<file path="config.mk">
export PLATFORM = sky130hd
export DESIGN_NAME = gsim_mtx_fetch
export DESIGN_NICKNAME = d
export VERILOG_FILES = /design/src/rtl/gsim_mtx_fetch.sv
export SDC_FILE = /design/constraint.sdc
export NUM_CORES = 1
export LEC_CHECK = 0
export BUFFER_PORTS_ARGS = -buffer_cell sky130_fd_sc_hd__buf_4
export CELL_PAD_IN_SITES_DETAIL_PLACEMENT = 1
export CELL_PAD_IN_SITES_GLOBAL_PLACEMENT = 2
export CORE_UTILIZATION = 45
export CTS_BUF_LIST = sky130_fd_sc_hd__clkbuf_8 sky130_fd_sc_hd__clkbuf_16
export CTS_CLUSTER_DIAMETER = 120
export DETAILED_ROUTE_END_ITERATION = 8
export GPL_TIMING_DRIVEN = 0
export MAX_ROUTING_LAYER = met4
export PLACE_DENSITY = 0.84
export SETUP_SLACK_MARGIN = 0.15
export SLEW_MARGIN = 20
export SYNTH_ARGS = -nofsm -noshare
export SYNTH_HDL_FRONTEND = slang
export SYNTH_SLANG_ARGS = --single-unit
</file>
<file path="constraint.sdc">
create_clock -name i_clk -period 8.34 [get_ports i_clk]
set_input_delay 1.668 -clock i_clk [delete_from_list [all_inputs] [get_ports i_clk]]
set_output_delay 1.668 -clock i_clk [all_outputs]
set_load 0.01 [all_outputs]
</file>
<file path="src/rtl/gsim_mtx_fetch.sv">
// Read scheduler between the GSIM matrix memory and the Gauss-Seidel datapath.
// Walks b then A rows for each matrix, credit-limits reads and buffers tagged returns.
module gsim_mtx_fetch #(
  parameter int unsigned DEPTH = 4,
  parameter int unsigned LINES = 17
) (
  input  logic         i_clk,
  input  logic         i_reset,
  input  logic         i_start,
  input  logic [4:0]   i_matrix_num,
  output logic         o_mem_rreq,
  output logic [9:0]   o_mem_addr,
  input  logic         i_mem_rrdy,
  input  logic [255:0] i_mem_dout,
  input  logic         i_mem_dout_vld,
  output logic         o_row_vld,
  output logic [255:0] o_row_data,
  output logic [4:0]   o_row_idx,
  output logic [4:0]   o_row_mtx,
  output logic         o_row_last,
  input  logic         i_row_rdy,
  output logic         o_busy,
  output logic         o_done,
  output logic         o_err
);

  localparam int unsigned PW = (DEPTH > 1) ? $clog2(DEPTH) : 1;
  localparam int unsigned CW = $clog2(DEPTH) + 1;
  localparam int unsigned TW = 11;

  localparam logic [1:0] IDLE  = 2'd0;
  localparam logic [1:0] ISSUE = 2'd1;
  localparam logic [1:0] DRAIN = 2'd2;
  localparam logic [1:0] DONE  = 2'd3;

  logic [1:0]    state_q, state_d;
  logic [4:0]    num_q, num_d;
  logic [4:0]    row_cnt_q, row_cnt_d;
  logic [4:0]    mtx_cnt_q, mtx_cnt_d;
  logic          all_raised_q, all_raised_d;
  logic          last_popped_q, last_popped_d;
  logic          rreq_q, rreq_d;
  logic [9:0]    addr_q, addr_d;
  logic [TW-1:0] req_tag_q, req_tag_d;
  logic [CW-1:0] out_q, out_d;
  logic [CW-1:0] cnt_q, cnt_d;
  logic          err_q, err_d;

  logic [TW-1:0]  tq_mem [DEPTH];
  logic [PW-1:0]  tq_wr_q, tq_rd_q;
  logic [255:0]   dmem [DEPTH];
  logic [TW-1:0]  fmem [DEPTH];
  logic [PW-1:0]  f_wr_q, f_rd_q;

  logic          accept, ret, pop, can_raise;
  logic [4:0]    line_idx;
  logic [9:0]    line_addr;
  logic          line_last;
  logic [TW-1:0] head_tag;

  assign accept   = rreq_q & i_mem_rrdy;
  assign ret      = i_mem_dout_vld & (out_q != '0);
  assign pop      = (cnt_q != '0) & i_row_rdy;
  assign head_tag = fmem[f_rd_q];

  // The registered request counts as a credit until it moves into out_q.
  assign can_raise = (state_q == ISSUE) && !all_raised_q && (!rreq_q || accept) &&
                     ((int'(out_q) + int'(cnt_q) + int'(rreq_q)) < int'(DEPTH));

  assign line_idx  = (row_cnt_q == 5'd0) ? 5'd16 : row_cnt_q - 5'd1;
  assign line_addr = ({5'b0, mtx_cnt_q} * 10'(LINES)) +
                     ((row_cnt_q == 5'd0) ? 10'd16 : 10'd16 - {5'b0, row_cnt_q});
  assign line_last = (mtx_cnt_q == num_q - 5'd1) && (row_cnt_q == 5'(LINES - 1));

  always_comb begin
    state_d       = state_q;
    num_d         = num_q;
    row_cnt_d     = row_cnt_q;
    mtx_cnt_d     = mtx_cnt_q;
    all_raised_d  = all_raised_q;
    last_popped_d = last_popped_q;
    rreq_d        = rreq_q;
    addr_d        = addr_q;
    req_tag_d     = req_tag_q;
    out_d         = out_q + CW'(accept) - CW'(ret);
    cnt_d         = cnt_q + CW'(ret) - CW'(pop);
    err_d         = err_q | (i_mem_dout_vld & (out_q == '0));

    if (can_raise) begin
      rreq_d    = 1'b1;
      addr_d    = line_addr;
      req_tag_d = {line_idx, mtx_cnt_q, line_last};
      if (line_last) begin
        all_raised_d = 1'b1;
      end else if (row_cnt_q == 5'(LINES - 1)) begin
        row_cnt_d = 5'd0;
        mtx_cnt_d = mtx_cnt_q + 5'd1;
      end else begin
        row_cnt_d = row_cnt_q + 5'd1;
      end
    end else if (accept) begin
      rreq_d = 1'b0;
    end

    if (pop && head_tag[0]) begin
      last_popped_d = 1'b1;
    end

    case (state_q)
      IDLE: begin
        if (i_start) begin
          num_d         = i_matrix_num;
          row_cnt_d     = 5'd0;
          mtx_cnt_d     = 5'd0;
          all_raised_d  = 1'b0;
          last_popped_d = 1'b0;
          state_d       = (i_matrix_num == 5'd0) ? DONE : ISSUE;
        end
      end
      ISSUE: begin
        if (accept && req_tag_q[0]) begin
          state_d = DRAIN;
        end
      end
      DRAIN: begin
        if ((out_q == '0) && (cnt_q == '0) && last_popped_q) begin
          state_d = DONE;
        end
      end
      default: state_d = IDLE;
    endcase
  end

  always_ff @(posedge i_clk or posedge i_reset) begin
    if (i_reset) begin
      state_q       <= IDLE;
      num_q         <= '0;
      row_cnt_q     <= '0;
      mtx_cnt_q     <= '0;
      all_raised_q  <= 1'b0;
      last_popped_q <= 1'b0;
      rreq_q        <= 1'b0;
      addr_q        <= '0;
      req_tag_q     <= '0;
      out_q         <= '0;
      cnt_q         <= '0;
      err_q         <= 1'b0;
      tq_wr_q       <= '0;
      tq_rd_q       <= '0;
      f_wr_q        <= '0;
      f_rd_q        <= '0;
    end else begin
      state_q       <= state_d;
      num_q         <= num_d;
      row_cnt_q     <= row_cnt_d;
      mtx_cnt_q     <= mtx_cnt_d;
      all_raised_q  <= all_raised_d;
      last_popped_q <= last_popped_d;
      rreq_q        <= rreq_d;
      addr_q        <= addr_d;
      req_tag_q     <= req_tag_d;
      out_q         <= out_d;
      cnt_q         <= cnt_d;
      err_q         <= err_d;
      if (accept) tq_wr_q <= tq_wr_q + PW'(1);
      if (ret) begin
        tq_rd_q <= tq_rd_q + PW'(1);
        f_wr_q  <= f_wr_q + PW'(1);
      end
      if (pop) f_rd_q <= f_rd_q + PW'(1);
    end
  end

  // Storage arrays need no reset; every read is gated by a valid count.
  always_ff @(posedge i_clk) begin
    if (accept) tq_mem[tq_wr_q] <= req_tag_q;
    if (ret) begin
      dmem[f_wr_q] <= i_mem_dout;
      fmem[f_wr_q] <= tq_mem[tq_rd_q];
    end
  end

  always_comb begin
    o_row_vld  = (cnt_q != '0);
    o_row_data = '0;
    o_row_idx  = '0;
    o_row_mtx  = '0;
    o_row_last = 1'b0;
    if (o_row_vld) begin
      o_row_data = dmem[f_rd_q];
      {o_row_idx, o_row_mtx, o_row_last} = head_tag;
    end
  end

  assign o_mem_rreq = rreq_q;
  assign o_mem_addr = addr_q;
  assign o_busy     = (state_q != IDLE);
  assign o_done     = (state_q == DONE);
  assign o_err      = err_q;

endmodule
</file>
### Yosys cells after proc, flatten, opt, wreduce, memory -nomap -nowiden

Memory sizes are Yosys's and may differ from the RTL's.
Cells that the tools add are included.
Widths: inputs -> output; s select.

| storage, ports and cells | value |
|---|---|
| register bits after elaboration | 56 |
| output and inout bits | 282 |
| memories | 3 |
| memory bits (writable) | 1112 |
| input port bits | 267 |

| cells by class | value |
|---|---|
| $add $sub $neg | 16 |
| bitwise operators | 5 |
| eq/ne operators | 8 |
| reductions and logical operators | 22 |
| muxes and demuxes | 34 |
| $lt $le $gt $ge | 1 |
| multiply operators | 1 |

Memories:

| name | depth | width | rd ports | clocked after memory_dff | write ports | RTL line | text |
|---|---|---|---|---|---|---|---|
| dmem | 4 | 256 | 1 | 0 | 1 | 51 | `logic [255:0] dmem [DEPTH];` |
| fmem | 4 | 11 | 1 | 0 | 1 | 52 | `logic [TW-1:0] fmem [DEPTH];` |
| tq_mem | 4 | 11 | 1 | 0 | 1 | 49 | `logic [TW-1:0] tq_mem [DEPTH];` |

Operators by type and width:

| operator | count |
|---|---|
| $mux 256 | 1 |
| $mux 5 | 13 |
| $mux 1 | 14 |
| $add 10x10->10 | 1 |
| $add 5x1->5 const B | 2 |
| $logic_not 5->1 | 2 |
| $mul 5x5->10 const B | 1 |
| $mux 10 | 1 |
| $sub 5x1->5 const B | 2 |
| $add 2x1->2 const B | 4 |
| $logic_and 1x1->1 | 8 |
| $mux 2 | 4 |
| $add 3x1->3 | 2 |
| $logic_not 3->1 | 2 |
| $pmux 2 s3 | 1 |
| $reduce_bool 3->1 | 2 |
| $sub 3x1->3 | 2 |
| $sub 5x5->6 const A | 1 |
| $add 4x1->5 | 1 |
| $eq 5x5->1 | 1 |
| $eq 5x5->1 const B | 1 |
| $lt 5x3->1 const B | 1 |
| $add 3x3->4 | 1 |
| $and 1x1->1 | 4 |
| other kinds (11) | 15 |

### Logic depth before layout (Yosys ltp)

| depth | value |
|---|---|
| depth in word-level cells | 7 |
| depth in mapped cells | 16 |
| depth with buffers taken out | 15 |

### Worst setup path after synthesis

No wires, ideal clock.

| path | value |
|---|---|
| path kind | input -> register |
| start | input port i_mem_dout_vld |
| end | memory dmem[0][0], enable pin |
| buffers on the path | 1 |
| setup time | 0.662 ns |
| data arrival time | 8.206 ns |
| slack | -0.528 ns |
| cell stages on the path | 3 |
| cell sequence | nor2b_1 buf_1 and2_1 |

| between the ends | value |
|---|---|
| cells in the longest elaborated chain, start to end | 3 |

Ends and longest elaborated chain:

| what | RTL line | text |
|---|---|---|
| start: declaration | 15 | `input logic i_mem_dout_vld,` |
| $and 1x1->1 | 62 | `assign ret = i_mem_dout_vld & (out_q != '0);` |
| via ret | 55 | `logic accept, ret, pop, can_raise;` |
| $mux 1 | 177 | `if (ret) begin` |
| $mux 1 (implied by the code) | 178 | `dmem[f_wr_q] <= i_mem_dout;` |
| end: declaration | 51 |  |

The timed path passes the listed nets, and every way through them passes these cells.

### Worst setup path in the final report

| path | value |
|---|---|
| start | register f_rd_q[0] |
| end | output port o_row_data[66] |

| between the ends | value |
|---|---|
| cells in the longest elaborated chain, start to end | 2 |

Ends and longest elaborated chain:

| what | RTL line | text |
|---|---|---|
| start: declaration | 53 | `logic [PW-1:0] f_wr_q, f_rd_q;` |
| start signal: assignment | 170 | `if (pop) f_rd_q <= f_rd_q + PW'(1);` |
| $mem_v2 4x256 | -- |  |
| $mux 256 | 189 | `if (o_row_vld) begin` |
| end: declaration | 17 | `output logic [255:0] o_row_data,` |

Every way passes these cells.

==> out/metrics.cfg <==
[die]
die_h_um = 319
die_area_um2 = 102000
fp-row-count = 115
start_util_pct = 45.7
die_w_um = 319
core-area_um2 = 99000
pin_count = 549

[grt]
grt_pass1_wl_um = 167000
grt-ovfl-total = 0
antenna_found_initial = 23
grt_pass1_vias = 25300
gr-usage-all-layers_pct = 23.1
grt_max_degree = 55

[setup_path]
crit_arrival_ns = 3.65
worstPathMaxFanout = 10
critPathSlowestCell = clkbuf_1
cp_common_cell = buf_2
critPathKind = flop to output pin
slowest_delay_ns = 0.85
worstPathCellList = buf_2 -> clkbuf_1 -> buf_2 -> mux4_2 -> and2_1 -> buf_4
critPathRequiredTime_ns = 6.67
end_kind = output pin
worst_setup_path_start_kind = flop

[drt]
detail-route-antenna-nets = 0
drtIter0Drc = 1578
dr.pass1.iters = 5
vias = 22800
drc_errors = 0
viasPerCell = 5.41
wl_per_cell_um = 27.0
wl_um = 114000

[sta]
max_slew_margin_pct = 27.2
clock_skew_ns = 0.0250
layout_min_cycle_time_ns = 5.32
hold_violations = 0
fmax_mhz = 188
fin_crit_sh_pct = 63.8
worst_pin_slew_ns = 1.09
layout_setup_ws_ns = 3.02
final_max_slew_viol_count = 0
setup_viol = 0
grt_setup_unrepaired = false

[logic_synthesis]
yosysUniqueCellTypes = 55
synth_fp_nets = 2431
netlist_instances = 2110
synth_area_leaders = edfxtp_1 (74%), mux4_2 (14%), and2_1 (3.8%)
synth_edf_count = 1112
ys_top_cells_by_count = edfxtp_1 (1112), mux4_2 (278), and2_1 (272)
synthArstFlopShare_pct = 4.79
yosysTopAreaCellShare_pct = 73.9
synth_top_area_cell = edfxtp_1
synth_area_per_cell_um2 = 21.4
synth.most_common_cell = edfxtp_1
ys_seq_area_share_pct = 77.0
ys.flop_type = edfxtp_1
synth_warnings = 0
syn_area_um2 = 45200
ys_ff_latch = 1168

[cells_and_area]
nNetsFinal = 3124
drive_above_1_share_pct = 37.1
fin_cells = 4217
nFillCells = 8733
area_delta_synth_final_pct = 23.3
fin_util_pct = 56.3

[power]
p_per_area_nw_per_um2 = 385
p_leak_nw = 19.5
ir_worst_vdd_uv = 314

[clock_tree]
cts_tree = built
htreeDepth = 3
clockRootBuffer = clkbuf_16
clk_latency_ns = 0.71
ctsHoldBuffers = 0
ctsLongestPathBuffers = 3
cts_setup_buffers = 0
numCtsBuffers = 117
cts.sink_count = 1168
cts.clk_slew.worst_paths_ns = 0.06
post_cts_resized = 0

[min_path]
hold_path_class = flop to flop

[placement]
dp_slack_ns = 3.61
dp_hpwl_um = 77700
dp.cells = 3971
io_buffers = 548
gp_congestion = 0.770

[flow_run]
drv_cap = 0

[outcome]
status = completed

==> path summary, 6_finish.rpt <==
path / to / from / depth (start not counted) / slack (ns)
min reg2reg: o_err / o_err / 1 / 0.46
max reg2reg: o_mem_addr[8] / row_cnt_q[0] / 16 / 4.24
max in group asynchronous: req_tag_q[2] / i_reset / 3 / 7.00
min in group asynchronous: f_rd_q[0] / i_reset / 2 / 0.84
max: o_row_data[66] / f_rd_q[0] / 6 / 3.02
min: o_err / o_err / 1 / 0.46
==> state kept, by name, summed over array words and instances (netlist names), 3 cells and up <==
name        flops
dmem         1024
fmem           44
tq_mem         44
req_tag_q      11
o_mem_addr     10
mtx_cnt_q       5
num_q           5
row_cnt_q       5
cnt_q           3
out_q           3
==> cells in the final DEF (no fill, tap or decap), types with 21 or more instances in the layout <==
cell       instances
and2_1           268
buf_2             38
buf_4            549
bufinv_16         21
clkbuf_1          47
clkbuf_16        119
clkinv_1          28
clkinv_2          23
dfrtp_1           56
diode_2           24
edfxtp_1        1112
ha_1              50
inv_1             50
mux4_2           278
nand2_1           65
o21ai_0           21
==> cell type report <==
class                   instances  area [um2]  area share (%)
repair buffers                574        4780            8.59
inverters                      30         115           0.207
multi-input cells             808        9870            17.7
clock inverters               103        1060            1.91
plain buffers                 104         454           0.815
well taps                    1287        1610            2.89
diodes                         24        60.1           0.108
flip-flops and latches       1168       34800            62.4
clock buffers                 119        2980            5.34
==> power breakdown <==
part | switching [mW] | internal (mW)
Sequential | 0.346 | 7.75
Combinational | 4.18 | 3.71
Clock | 2.23 | 3.24
Total | 6.76 | 14.7
==> logic make-up (layout without fill, tap and decap cells) <==
| logic type | after synthesis | in the layout | share of synthesized area (%) |
|---|---|---|---|
| AND/OR/NAND/NOR | 387 | 387 | 4.98 |
| buffers and inverters | 134 | 930 | 1.24 |
| XOR/XNOR | 23 | 23 | 0.446 |
| other | 0 | 24 | 0 |
| adder cells (fa/ha/maj) | 54 | 54 | 1.56 |
| multiplexers | 280 | 280 | 13.9 |
| flip-flops | 1168 | 1168 | 77.0 |
| AO/OA/AOI/OAI | 64 | 64 | 0.922 |
==> critical path: cells and delay by family (launching register included) <==
family	cells	cell delay, ns
multiplexers	1	0.57
flip-flops	1	0.34
buffers and inverters	4	1.84
AND/OR/NAND/NOR	1	0.20
==> routing by layer <==
| metal | GRT usage, % | share of wire [%] | vias up |
|---|---|---|---|
| met4 | 9.64 | 3.9 | 0 |
| met3 | 6.10 | 6.8 | 226 |
| met1 | 26.8 | 38 | 11900 |
| met5 | - | 0 | - |
| met2 | 38.2 | 51 | 720 |
| li1 | - | - | 9913 |
==> stage by stage <==
step                total power, mW  area [um2]  TNS (ns)  hold slack (ns)
global placement               16.0       50900   -543.71            0.442
detailed placement             16.2       51600         0            0.450
CTS                            21.7       55700         0            0.463
global route                   22.3       55700         0            0.496
floorplan                      12.5       45200         0            0.462
finish                         21.4       55700         0            0.461
(Power assumes the default switching activity.)
